## config.mk

```make
export PLATFORM = sky130hd
export DESIGN_NAME = painterengine_gpu_dma_reader_flat
export DESIGN_NICKNAME = d
export VERILOG_FILES = /design/src/rtl/painterengine_gpu_dma_reader_if.sv /design/src/rtl/painterengine_gpu_dma_reader.sv /design/src/flat_wrapper.sv
export SDC_FILE = /design/constraint.sdc
export NUM_CORES = 2
export LEC_CHECK = 0
export BUFFER_PORTS_ARGS = -buffer_cell sky130_fd_sc_hd__buf_2
export CAP_MARGIN = 20
export CORE_MARGIN = 2
export CORE_UTILIZATION = 35
export CTS_CLUSTER_DIAMETER = 30
export CTS_CLUSTER_SIZE = 28
export DETAILED_ROUTE_END_ITERATION = 16
export PLACE_DENSITY = 0.57
export SETUP_SLACK_MARGIN = 0.1
export SKIP_CTS_REPAIR_TIMING = 1
export SYNTH_ARGS = -nofsm -noshare
export SYNTH_HDL_FRONTEND = slang
export SYNTH_SLANG_ARGS = --single-unit
```

## constraint.sdc

```tcl
create_clock -name i_wire_clock -period 5.6 [get_ports i_wire_clock]
set_clock_uncertainty 0.05 [all_clocks]
set_input_delay 0.28 -clock i_wire_clock [delete_from_list [all_inputs] [get_ports i_wire_clock]]
set_output_delay 0.28 -clock i_wire_clock [all_outputs]
set_load 0.01 [all_outputs]
```

## src/rtl/painterengine_gpu_dma_reader_if.sv

```systemverilog
`default_nettype none
// ============================================================================
// painterengine_gpu_dma_reader_if
// AXI4 read-channel bundle (AR + R) used by the GPU DMA reader.
// Revision: 1.0
// ============================================================================
interface painterengine_gpu_dma_reader_if;
    logic [0:0]  arid;
    logic [31:0] araddr;
    logic [7:0]  arlen;
    logic [2:0]  arsize;
    logic [1:0]  arburst;
    logic        arlock;
    logic [3:0]  arcache;
    logic [2:0]  arprot;
    logic [3:0]  arqos;
    logic        arvalid;
    logic        arready;
    logic [0:0]  rid;
    logic [31:0] rdata;
    logic [1:0]  rresp;
    logic        rlast;
    logic        rvalid;
    logic        rready;

    modport master (
        output arid, araddr, arlen, arsize, arburst, arlock, arcache, arprot, arqos, arvalid,
        input  arready,
        input  rid, rdata, rresp, rlast, rvalid,
        output rready
    );

    modport slave (
        input  arid, araddr, arlen, arsize, arburst, arlock, arcache, arprot, arqos, arvalid,
        output arready,
        output rid, rdata, rresp, rlast, rvalid,
        input  rready
    );
endinterface
`default_nettype wire

```

## src/rtl/painterengine_gpu_dma_reader.sv

```systemverilog
`default_nettype none
// ============================================================================
// painterengine_gpu_dma_reader
// Streams a word-aligned memory region over AXI4 bursts into a show-ahead FIFO.
// Revision: 1.0
// ============================================================================
module painterengine_gpu_dma_reader #(
    parameter int PARAM_FIFO_DEPTH = 32,
    parameter int PARAM_MAX_BURST  = 16
) (
    input  wire logic        i_wire_clock,
    input  wire logic        i_wire_resetn,
    input  wire logic        i_wire_start,
    input  wire logic [31:0] i_wire_address,
    input  wire logic [31:0] i_wire_length,
    output logic             o_wire_done,
    output logic             o_wire_error,
    output logic [31:0]      o_wire_data,
    output logic             o_wire_data_valid,
    input  wire logic        i_wire_data_next,
    painterengine_gpu_dma_reader_if.master m_axi
);
    localparam int PTR_W = (PARAM_FIFO_DEPTH > 1) ? $clog2(PARAM_FIFO_DEPTH) : 1;
    localparam int CNT_W = PTR_W + 1;
    localparam logic [7:0] AR_TIMEOUT_LAST = 8'hFF;

    typedef enum logic [4:0] {
        S_IDLE           = 5'h00,
        S_CHECK          = 5'h02,
        S_CALC           = 5'h03,
        S_ADDR           = 5'h04,
        S_DATA           = 5'h05,
        S_DRAIN          = 5'h06,
        S_DONE           = 5'h07,
        S_WAIT_SPACE     = 5'h08,
        S_ERR_ALIGN      = 5'h10,
        S_ERR_LENGTH     = 5'h11,
        S_ERR_AR_TIMEOUT = 5'h12,
        S_ERR_RRESP      = 5'h13,
        S_ERR_RLAST      = 5'h14
    } state_t;

    state_t             state_q, state_d;
    logic [31:0]        addr_q, addr_d;
    logic [31:0]        len_q, len_d;
    logic [31:0]        offset_q, offset_d;
    logic [31:0]        burst_addr_q, burst_addr_d;
    logic [7:0]         arlen_q, arlen_d;
    logic [7:0]         beat_cnt_q, beat_cnt_d;
    logic [7:0]         ar_timer_q, ar_timer_d;
    logic [PTR_W-1:0]   wr_ptr_q, wr_ptr_d;
    logic [PTR_W-1:0]   rd_ptr_q, rd_ptr_d;
    logic [CNT_W-1:0]   fifo_count_q, fifo_count_d;
    logic [31:0]        fifo_mem [PARAM_FIFO_DEPTH];

    logic        fifo_push;
    logic        fifo_pop;
    logic        fifo_flush;
    logic [31:0] calc_addr;
    logic [31:0] calc_beats;
    logic [31:0] to_4k;
    logic [31:0] remain;
    logic [31:0] burst_beats;
    logic [31:0] fifo_space;
    logic        last_beat;
    logic        unused_ok;

    // The beat count is kept as ARLEN so the bus reset value (ARLEN=0) falls out naturally.
    assign burst_beats = 32'(arlen_q) + 32'd1;
    assign fifo_space  = 32'(PARAM_FIFO_DEPTH) - 32'(fifo_count_q);
    assign last_beat   = (beat_cnt_q == arlen_q);
    assign fifo_pop    = i_wire_data_next && (fifo_count_q != '0);
    assign unused_ok   = ^{m_axi.rid, m_axi.rresp[0]};

    always_comb begin
        calc_addr  = addr_q + {offset_q[29:0], 2'b00};
        to_4k      = 32'd1024 - {22'd0, calc_addr[11:2]};
        remain     = len_q - offset_q;
        calc_beats = to_4k;
        if (remain < calc_beats) calc_beats = remain;
        if (32'(PARAM_MAX_BURST) < calc_beats) calc_beats = 32'(PARAM_MAX_BURST);
    end

    always_comb begin
        state_d      = state_q;
        addr_d       = addr_q;
        len_d        = len_q;
        offset_d     = offset_q;
        burst_addr_d = burst_addr_q;
        arlen_d      = arlen_q;
        beat_cnt_d   = beat_cnt_q;
        ar_timer_d   = ar_timer_q;
        fifo_push    = 1'b0;
        fifo_flush   = 1'b0;
        unique case (state_q)
            S_IDLE, S_DONE: begin
                if (i_wire_start) begin
                    addr_d     = i_wire_address;
                    len_d      = i_wire_length;
                    offset_d   = 32'd0;
                    fifo_flush = 1'b1;
                    state_d    = S_CHECK;
                end
            end
            S_CHECK: begin
                if (addr_q[1:0] != 2'b00)  state_d = S_ERR_ALIGN;
                else if (len_q == 32'd0)   state_d = S_ERR_LENGTH;
                else                       state_d = S_CALC;
            end
            S_CALC: begin
                burst_addr_d = calc_addr;
                arlen_d      = 8'(calc_beats - 32'd1);
                beat_cnt_d   = 8'd0;
                state_d      = S_WAIT_SPACE;
            end
            S_WAIT_SPACE: begin
                ar_timer_d = 8'd0;
                if (fifo_space >= burst_beats) state_d = S_ADDR;
            end
            S_ADDR: begin
                if (m_axi.arready)                      state_d = S_DATA;
                else if (ar_timer_q == AR_TIMEOUT_LAST) state_d = S_ERR_AR_TIMEOUT;
                else                                    ar_timer_d = ar_timer_q + 8'd1;
            end
            S_DATA: begin
                if (m_axi.rvalid) begin
                    fifo_push = 1'b1;
                    // A slave error outranks a framing error on the same beat.
                    if (m_axi.rresp[1])                  state_d = S_ERR_RRESP;
                    else if (m_axi.rlast != last_beat)   state_d = S_ERR_RLAST;
                    else if (last_beat) begin
                        beat_cnt_d = 8'd0;
                        offset_d   = offset_q + burst_beats;
                        state_d    = (offset_d == len_q) ? S_DRAIN : S_CALC;
                    end else begin
                        beat_cnt_d = beat_cnt_q + 8'd1;
                    end
                end
            end
            S_DRAIN: begin
                if (fifo_count_q == '0) state_d = S_DONE;
            end
            default: ;
        endcase
    end

    always_comb begin
        wr_ptr_d     = wr_ptr_q;
        rd_ptr_d     = rd_ptr_q;
        fifo_count_d = fifo_count_q;
        if (fifo_flush) begin
            wr_ptr_d     = '0;
            rd_ptr_d     = '0;
            fifo_count_d = '0;
        end else begin
            if (fifo_push) wr_ptr_d = wr_ptr_q + 1'b1;
            if (fifo_pop)  rd_ptr_d = rd_ptr_q + 1'b1;
            fifo_count_d = fifo_count_q + CNT_W'(fifo_push) - CNT_W'(fifo_pop);
        end
    end

    always_ff @(posedge i_wire_clock or negedge i_wire_resetn) begin
        if (!i_wire_resetn) begin
            state_q      <= S_IDLE;
            addr_q       <= 32'd0;
            len_q        <= 32'd0;
            offset_q     <= 32'd0;
            burst_addr_q <= 32'd0;
            arlen_q      <= 8'd0;
            beat_cnt_q   <= 8'd0;
            ar_timer_q   <= 8'd0;
            wr_ptr_q     <= '0;
            rd_ptr_q     <= '0;
            fifo_count_q <= '0;
        end else begin
            state_q      <= state_d;
            addr_q       <= addr_d;
            len_q        <= len_d;
            offset_q     <= offset_d;
            burst_addr_q <= burst_addr_d;
            arlen_q      <= arlen_d;
            beat_cnt_q   <= beat_cnt_d;
            ar_timer_q   <= ar_timer_d;
            wr_ptr_q     <= wr_ptr_d;
            rd_ptr_q     <= rd_ptr_d;
            fifo_count_q <= fifo_count_d;
        end
    end

    always_ff @(posedge i_wire_clock) begin
        if (fifo_push) fifo_mem[wr_ptr_q] <= m_axi.rdata;
    end

    assign o_wire_data       = fifo_mem[rd_ptr_q];
    assign o_wire_data_valid = (fifo_count_q != '0);
    assign o_wire_done       = (state_q == S_DONE);
    assign o_wire_error      = state_q[4];

    assign m_axi.arid    = 1'b0;
    assign m_axi.araddr  = burst_addr_q;
    assign m_axi.arlen   = arlen_q;
    assign m_axi.arsize  = 3'b010;
    assign m_axi.arburst = 2'b01;
    assign m_axi.arlock  = 1'b0;
    assign m_axi.arcache = 4'b0010;
    assign m_axi.arprot  = 3'b000;
    assign m_axi.arqos   = 4'b0000;
    assign m_axi.arvalid = (state_q == S_ADDR);
    assign m_axi.rready  = (state_q == S_DATA);
endmodule
`default_nettype wire

```

## src/flat_wrapper.sv

```systemverilog
// flat-port wrapper written by rule: the top's interface ports become plain ports
module painterengine_gpu_dma_reader_flat 
#(
    parameter int PARAM_FIFO_DEPTH = 32,
    parameter int PARAM_MAX_BURST  = 16
)
  (i_wire_clock, i_wire_resetn, i_wire_start, i_wire_address, i_wire_length, o_wire_done, o_wire_error, o_wire_data, o_wire_data_valid, i_wire_data_next, m_axi_arid, m_axi_araddr, m_axi_arlen, m_axi_arsize, m_axi_arburst, m_axi_arlock, m_axi_arcache, m_axi_arprot, m_axi_arqos, m_axi_arvalid, m_axi_arready, m_axi_rid, m_axi_rdata, m_axi_rresp, m_axi_rlast, m_axi_rvalid, m_axi_rready);
  painterengine_gpu_dma_reader_if m_axi_i ();
  input  wire logic i_wire_clock;
  input  wire logic i_wire_resetn;
  input  wire logic i_wire_start;
  input  wire logic [31:0] i_wire_address;
  input  wire logic [31:0] i_wire_length;
  output logic o_wire_done;
  output logic o_wire_error;
  output logic [31:0] o_wire_data;
  output logic o_wire_data_valid;
  input  wire logic i_wire_data_next;
  output wire logic [$bits(m_axi_i.arid)-1:0] m_axi_arid;
  output wire logic [$bits(m_axi_i.araddr)-1:0] m_axi_araddr;
  output wire logic [$bits(m_axi_i.arlen)-1:0] m_axi_arlen;
  output wire logic [$bits(m_axi_i.arsize)-1:0] m_axi_arsize;
  output wire logic [$bits(m_axi_i.arburst)-1:0] m_axi_arburst;
  output wire logic [$bits(m_axi_i.arlock)-1:0] m_axi_arlock;
  output wire logic [$bits(m_axi_i.arcache)-1:0] m_axi_arcache;
  output wire logic [$bits(m_axi_i.arprot)-1:0] m_axi_arprot;
  output wire logic [$bits(m_axi_i.arqos)-1:0] m_axi_arqos;
  output wire logic [$bits(m_axi_i.arvalid)-1:0] m_axi_arvalid;
  input wire logic [$bits(m_axi_i.arready)-1:0] m_axi_arready;
  input wire logic [$bits(m_axi_i.rid)-1:0] m_axi_rid;
  input wire logic [$bits(m_axi_i.rdata)-1:0] m_axi_rdata;
  input wire logic [$bits(m_axi_i.rresp)-1:0] m_axi_rresp;
  input wire logic [$bits(m_axi_i.rlast)-1:0] m_axi_rlast;
  input wire logic [$bits(m_axi_i.rvalid)-1:0] m_axi_rvalid;
  output wire logic [$bits(m_axi_i.rready)-1:0] m_axi_rready;
  assign m_axi_arid = m_axi_i.arid;
  assign m_axi_araddr = m_axi_i.araddr;
  assign m_axi_arlen = m_axi_i.arlen;
  assign m_axi_arsize = m_axi_i.arsize;
  assign m_axi_arburst = m_axi_i.arburst;
  assign m_axi_arlock = m_axi_i.arlock;
  assign m_axi_arcache = m_axi_i.arcache;
  assign m_axi_arprot = m_axi_i.arprot;
  assign m_axi_arqos = m_axi_i.arqos;
  assign m_axi_arvalid = m_axi_i.arvalid;
  assign m_axi_i.arready = m_axi_arready;
  assign m_axi_i.rid = m_axi_rid;
  assign m_axi_i.rdata = m_axi_rdata;
  assign m_axi_i.rresp = m_axi_rresp;
  assign m_axi_i.rlast = m_axi_rlast;
  assign m_axi_i.rvalid = m_axi_rvalid;
  assign m_axi_rready = m_axi_i.rready;
  painterengine_gpu_dma_reader #(.PARAM_FIFO_DEPTH(PARAM_FIFO_DEPTH), .PARAM_MAX_BURST(PARAM_MAX_BURST)) u_core (.i_wire_clock(i_wire_clock), .i_wire_resetn(i_wire_resetn), .i_wire_start(i_wire_start), .i_wire_address(i_wire_address), .i_wire_length(i_wire_length), .o_wire_done(o_wire_done), .o_wire_error(o_wire_error), .o_wire_data(o_wire_data), .o_wire_data_valid(o_wire_data_valid), .i_wire_data_next(i_wire_data_next), .m_axi(m_axi_i));
endmodule
```

### Word-level counts from Yosys, hierarchy flattened

Memory sizes are Yosys's and may differ from the RTL's.
Cells that the tools add are included.

* bits in registers: 173
* latch bits: 0
* memory bits (writable): 1024
* memory bits (read-only): 0
* input port bits: 106
* output and inout bits: 95
* memories: 1

Memory list
* u_core.fifo_mem: words 32, width 32, read ports 1, clocked after memory_dff 0, wr ports 1, line painterengine_gpu_dma_reader.sv:54 `logic [31:0] fifo_mem [PARAM_FIFO_DEPTH];`

* add/subtract/negate cells: 13
* multipliers: 0
* divide/modulo/power cells: 0
* magnitude comparators: 3
* equal/unequal tests: 22
* shift operators: 0
* multiplexer cells: 40
* bitwise logic cells: 0
* reductions and logical operators: 18

Operators with widths (count)
* two-way mux 32 bit: 6
* two-way mux 5 bit: 15
* adder 32 bit: 2
* case mux 32 bit (2 select lines): 1
* two-way mux 8 bit: 7
* case mux 5 bit (7 select lines): 1
* equality test 32 bit: 1
* greater-or-equal comparator 32 bit: 1
* zero test 32 bit: 1
* less-than comparator 32 bit: 1
* less-than comparator 5 x 32 -> 1 bit, first input constant: 1
* case mux 8 bit (2 select lines): 2
* subtractor 32 bit: 1
* equality test 5 x 3 -> 1 bit, second input constant: 4
* adder 8 x 1 -> 8 bit, second input constant: 2
* inequality test 2 bit, second input constant: 6
* nonzero test 2 bit: 6
* subtractor 11 x 10 -> 12 bit, first input constant: 1
* adder 5 x 1 -> 5 bit, second input constant: 2
* equality test 5 x 2 -> 1 bit, second input constant: 2
* adder 8 x 1 -> 9 bit, second input constant: 1
* equality test 8 bit: 1
* equality test 8 bit, second input constant: 1
* subtractor 8 x 1 -> 8 bit, second input constant: 1
* 22 further kinds: 29

### Depth between registers and ports, before layout

* depth in word-level cells: 9
* mapped depth: 27
* mapped depth without buffers: 27

### Least setup slack after synthesis

Ideal clock, no wire load.

* kind: register to register
* start: register u_core.offset_q[0]
* end: register u_core.arlen_q[4], in the netlist u_core.m_axi.arlen[4]
* library setup time: 69 ps
* arrival time: 5120 ps
* slack: 362 ps
* stages on the path, launching flop included: 24
* period minus slack after synthesis: 5238 ps
* cells stage by stage: dfrtp_1 > ha_1 > fa_1 > a211oi_1 > o21ai_0 > a21oi_1 > xnor2_1 > or2_2 > nor3_1 > xnor2_1 > ha_1 > a21o_1 > nand2_1 > o2111ai_1 > nor4_1 > nand4_1 > nor4_1 > nand4_1 > a2111oi_0 > nand4_1 > mux2_2 > ha_1 > or3_1 > nand3_1

* longest elaborated chain between the ends: 7

RTL lines
* start, declared: line painterengine_gpu_dma_reader.sv:46 `logic [31:0] offset_q, offset_d;`
* start signal, assigned: line painterengine_gpu_dma_reader.sv:179 `offset_q <= offset_d;`
* adder 32 bit: line painterengine_gpu_dma_reader.sv:76 `calc_addr = addr_q + {offset_q[29:0], 2'b00};`
* subtractor 11 x 10 -> 12 bit: line painterengine_gpu_dma_reader.sv:77 `to_4k = 32'd1024 - {22'd0, calc_addr[11:2]};`
* less-than comparator 32 bit: line painterengine_gpu_dma_reader.sv:80 `if (remain < calc_beats) calc_beats = remain;`
* two-way mux 32 bit (*): line painterengine_gpu_dma_reader.sv:80
* less-than comparator 5 x 32 -> 1 bit: line painterengine_gpu_dma_reader.sv:81 `if (32'(PARAM_MAX_BURST) < calc_beats) calc_beats = 32'(PARAM_MAX_BURST);`
* two-way mux 8 bit (*): line painterengine_gpu_dma_reader.sv:81
* subtractor 8 x 1 -> 8 bit (*): line painterengine_gpu_dma_reader.sv:112 `arlen_d = 8'(calc_beats - 32'd1);`
* end signal, assigned: line painterengine_gpu_dma_reader.sv:181 `arlen_q <= arlen_d;`
* end, declared: line painterengine_gpu_dma_reader.sv:48 `logic [7:0] arlen_q, arlen_d;`

Every way passes the cells marked *; elsewhere a longest branch is shown, timed or not.
A chain may end at the register's enable or synchronous reset.

### Final worst setup path

* start: register u_core.addr_q[2]
* end: register u_core.arlen_q[4], in the netlist u_core.m_axi.arlen[4]

* longest elaborated chain between the ends: 7

RTL lines
* start, declared: line painterengine_gpu_dma_reader.sv:44 `logic [31:0] addr_q, addr_d;`
* start signal, assigned: line painterengine_gpu_dma_reader.sv:177 `addr_q <= addr_d;`
* adder 32 bit (*): line painterengine_gpu_dma_reader.sv:76
* subtractor 11 x 10 -> 12 bit (*): line painterengine_gpu_dma_reader.sv:77
* less-than comparator 32 bit: line painterengine_gpu_dma_reader.sv:80
* two-way mux 32 bit (*): line painterengine_gpu_dma_reader.sv:80
* less-than comparator 5 x 32 -> 1 bit: line painterengine_gpu_dma_reader.sv:81
* two-way mux 8 bit (*): line painterengine_gpu_dma_reader.sv:81
* subtractor 8 x 1 -> 8 bit (*): line painterengine_gpu_dma_reader.sv:112

Marks and branches as above.

==> summary.md <==
| Metric | Value |
|---|---|
| CTS tree | done |
| Largest family of logic cells by synthesized area | multiplexers |
| Layout cells sized above 1 | 0.298 |
| Crit Path Category | reg -> reg |
| Leakage | roughly 24 nW |
| Setup ws final | -0.113 ns |
| Synth Area in Simple Gates | 0.0649 |
| Vias in the first global route | 31200 |
| Ports | about 200 |
| FF+latch count, synth | about 1200 |
| Crit path largest cell delay | approximately 0.4 ns |
| Max_slew headroom | 0.336 |
| Mux cell area share after synthesis | 0.148 |
| CP Launch Point | u_core.addr_q[2] |
| Initial Utilization | 0.354 |
| Post-synthesis compound-gate area fraction | 0.0487 |
| Initial DRC Count | around 2600 |
| Synth Flop Type | edfxtp_1 |
| CTS max path bufs | 4 |
| CTS root buffer | clkbuf_16 |
| Maximum VDD drop | between 0.3 and 0.4 mV |
| Clock-pin slew of the registers on the worst-case setup and hold paths | approximately 0.050 ns |
| Drt via density | between 5 and 6 |
| FF-to-FF path depth | 28 |
| Max_cap viols | 0 |
| Routed Antenna Nets | 0 |
| Cell Pwr Density | roughly 550 nW/um^2 |
| FILL cells | between 10000 and 15000 |
| Mean Syn Cell Area | 16.4 sq um |
| YS warnings | 0 |
| Routability Congestion | between 0.8 and 0.9 |
| Die area | roughly 150000 sq um |
| Synth Area in Adders | 0.0276 |
| Critical-path top delay cell | dfrtp_1 |
| Worst-path fanout max | 4 |
| Remaining DRCs | 0 |
| Hold crit path type | in -> reg |
| Tot GR Track Use | 0.181 |
| Port-buffer cells | 180 |
| FF-to-FF End | u_core.m_axi.arlen[4] |
| Final nets | 3927 |
| Worst skew pair latency | around 0.86 ns |
| CTS Buf Count | between 200 and 300 |
| WP data required | a little over 6 ns |
| Crit path capture | u_core.m_axi.arlen[4] |
| Pre-Repair DR Iteration Count | 6 |
| Synth Area in XOR/XNOR | 0.0222 |
| Global route overflow | 0 |
| Final HPWL DP | slightly above 80000 um |
| Unique masters post-synth | 87 |
| Status | finished with violations |
| Clk sink count | 1197 |
| Post-synth EDFFs | about 1000 |
| Inserted Diodes | 0 |
| Average wire per standard cell | around 24 um |
| Synthesized netlist cell count | 3188 |
| Initial antenna violation count | 3 |
| Total number of vias | ~31000 |
| H-tree depth | 5 |
| DRT Wirelength | 139000 um |
| Placeable Area | around 150000 sq um |
| Die width | slightly below 400 um |
| Unrepaired setup endpoints after global routing | true |
| Sequential fraction of the synthesis area | 0.669 |
| FF-to-FF setup slack | -0.11 ns |
| Final setup fails | 2 |
| Arr. time, crit path | 6.32 ns |
| Largest net degree at the start of global routing | 70 |
| Fin. Hold Viols | 0 |
| Final core occ | 0.453 |
| Worst Tran Pin Value | 0.996 ns |
| Async S/R FF share, synth | 0.145 |
| Failing checks | setup timing |
| Final Max Tran Viols | 0 |
| Min Tclk post-route | between 5 and 6 ns |
| Final period util | 1.02 |
| Global-route wire length before repair | 205000 um |
| FP Rows | around 140 |
| Achievable frequency | 175 MHz |
| Setup TNS Final | -0.189 ns |
| Synth Cell Area | 52400 sq um |
| Height of the die | 391 um |
| Worst r2r src | u_core.addr_q[2] |
| Area growth from synthesis to layout | 28.0% |
| Crit. End Element | flop |
| Critical Path Source Type | flop |
## critical path, delay by kind of cell, from the launching register on
family	cells	cell delay [ns]
fa+ha+maj	4	1.05
simple gates	12	1.75
xor+xnor	2	0.41
flops	1	0.40
compound gates	6	0.95
mux	2	0.54
buf+inv	2	0.35
## logic make-up (layout without fill, tap and decap cells)
family / count (synthesis) / after routing
flops: 1197 / 1197
simple gates: 738 / 738
compound gates: 391 / 391
mux: 372 / 372
buf+inv: 244 / 953
xor+xnor: 131 / 131
fa+ha+maj: 113 / 113
other cells: 2 / 18
## synth_stat cells, types with 9 or more instances
cell type / number / area [sq um]
nand3_1: 41 / 205
and3_1: 12 / 75.1
inv_1: 87 / 327
buf_4: 18 / 135
or2_2: 10 / 62.6
o21bai_1: 11 / 82.6
nor3b_1: 9 / 67.6
nand4_1: 33 / 206
mux2i_1: 12 / 120
xor2_1: 48 / 420
a21o_1: 32 / 240
a31oi_1: 11 / 68.8
nor4_1: 26 / 163
buf_1: 39 / 146
or3_1: 12 / 75.1
xnor2_1: 82 / 718
a21oi_1: 100 / 500
or4_1: 11 / 82.6
nor2b_1: 18 / 113
nand2_1: 345 / 1290
o31ai_1: 13 / 97.6
edfxtp_1: 1024 / 30700
clkbuf_1: 97 / 364
nor3_1: 32 / 160
mux2_2: 40 / 450
nor2_1: 136 / 510
o21ai_0: 108 / 541
o21a_1: 16 / 120
ha_1: 109 / 1360
dfrtp_1: 173 / 4330
nand2b_1: 24 / 150
mux4_2: 320 / 7210
## placed cells by master (no fill, tap or decap), drive strengths merged, types with 12 or more instances in the layout
cell / n
a21o: 32
a21oi: 100
and3: 12
buf: 277
bufinv: 39
clkbuf: 334
clkinv: 78
clkinvlp: 21
conb: 18
dfrtp: 173
dlygate4sd3: 101
edfxtp: 1024
ha: 109
inv: 103
mux2: 40
mux2i: 12
mux4: 320
nand2: 345
nand2b: 24
nand3: 41
nand4: 33
nor2: 136
nor2b: 18
nor3: 34
nor4: 26
o21a: 16
o21ai: 116
o31ai: 13
or3: 12
xnor2: 82
xor2: 48
## area by class of cell
class	instances	area (sq um)	share of cell area
clock buffer	334	7440	0.111
timing repair buffer	378	3060	0.0456
clock inverter	153	1900	0.0284
multi-input combinational	1763	16800	0.251
sequential	1197	35100	0.523
tap	1930	2410	0.0360
inverter	88	330	0.00492
## sequential cells by signal, summed over array words and instances (netlist names)
signal	flops
u_core.fifo_count_q	6
u_core.offset_q	32
u_core.ar_timer_q	8
u_core.addr_q	32
u_core.wr_ptr_q	5
u_core.beat_cnt_q	8
u_core.m_axi.araddr	32
u_core.rd_ptr_q	5
u_core.fifo_mem	1024
u_core.len_q	32
u_core.state_q	5
u_core.m_axi.arlen	8
## through the flow
| step | cell area (sq um) | total power [mW] | cells | setup slack (ns) | hold WS (ns) |
|---|---|---|---|---|---|
| floorplan | 52500 | 18.0 | 3204 | 0.362 | -0.0656 |
| global placement | 56500 | 21.2 | 5250 | -0.227 | 0.278 |
| detailed placement | 56500 | 21.2 | 5251 | -0.272 | 0.281 |
| CTS | 65900 | 37.4 | 5738 | -0.369 | -0.636 |
| global route | 67100 | 38.9 | 5843 | -0.418 | 0.0193 |
| finish | 67100 | 37.2 | 5843 | -0.113 | 0.0483 |
## worst min-delay path by stage
stage | cells after the start | slack (ns) | endpoint | from
2_1_floorplan | 0 | -0.07 | u_core.addr_q[0] | i_wire_resetn
3_3_place_gp | 1 | 0.28 | u_core.m_axi.araddr[28] | i_wire_resetn
3_5_place_dp | 1 | 0.28 | u_core.m_axi.araddr[28] | i_wire_resetn
4_1_cts | 1 | -0.64 | u_core.addr_q[18] | i_wire_resetn
5_1_grt | 5 | 0.02 | u_core.state_q[4] | m_axi_rlast
6_report | 5 | 0.05 | u_core.state_q[4] | m_axi_rlast
## power breakdown
group	switching [mW]	internal (mW)	total [mW]
Clock	4.88	11.2	16.1
Combinational	5.23	4.87	10.1
Sequential	0.904	10.1	11.0
## routing by layer
metal  vias to the layer above  wire (um)  global-route usage
li1                      13600          -                   -
met1                     16000      60500               0.245
met3                       273       8670              0.0392
met5                         -         13                   0
met2                      1114      66500               0.289
met4                         2       3530              0.0588
Note: power is estimated with default switching activity, not from simulation.
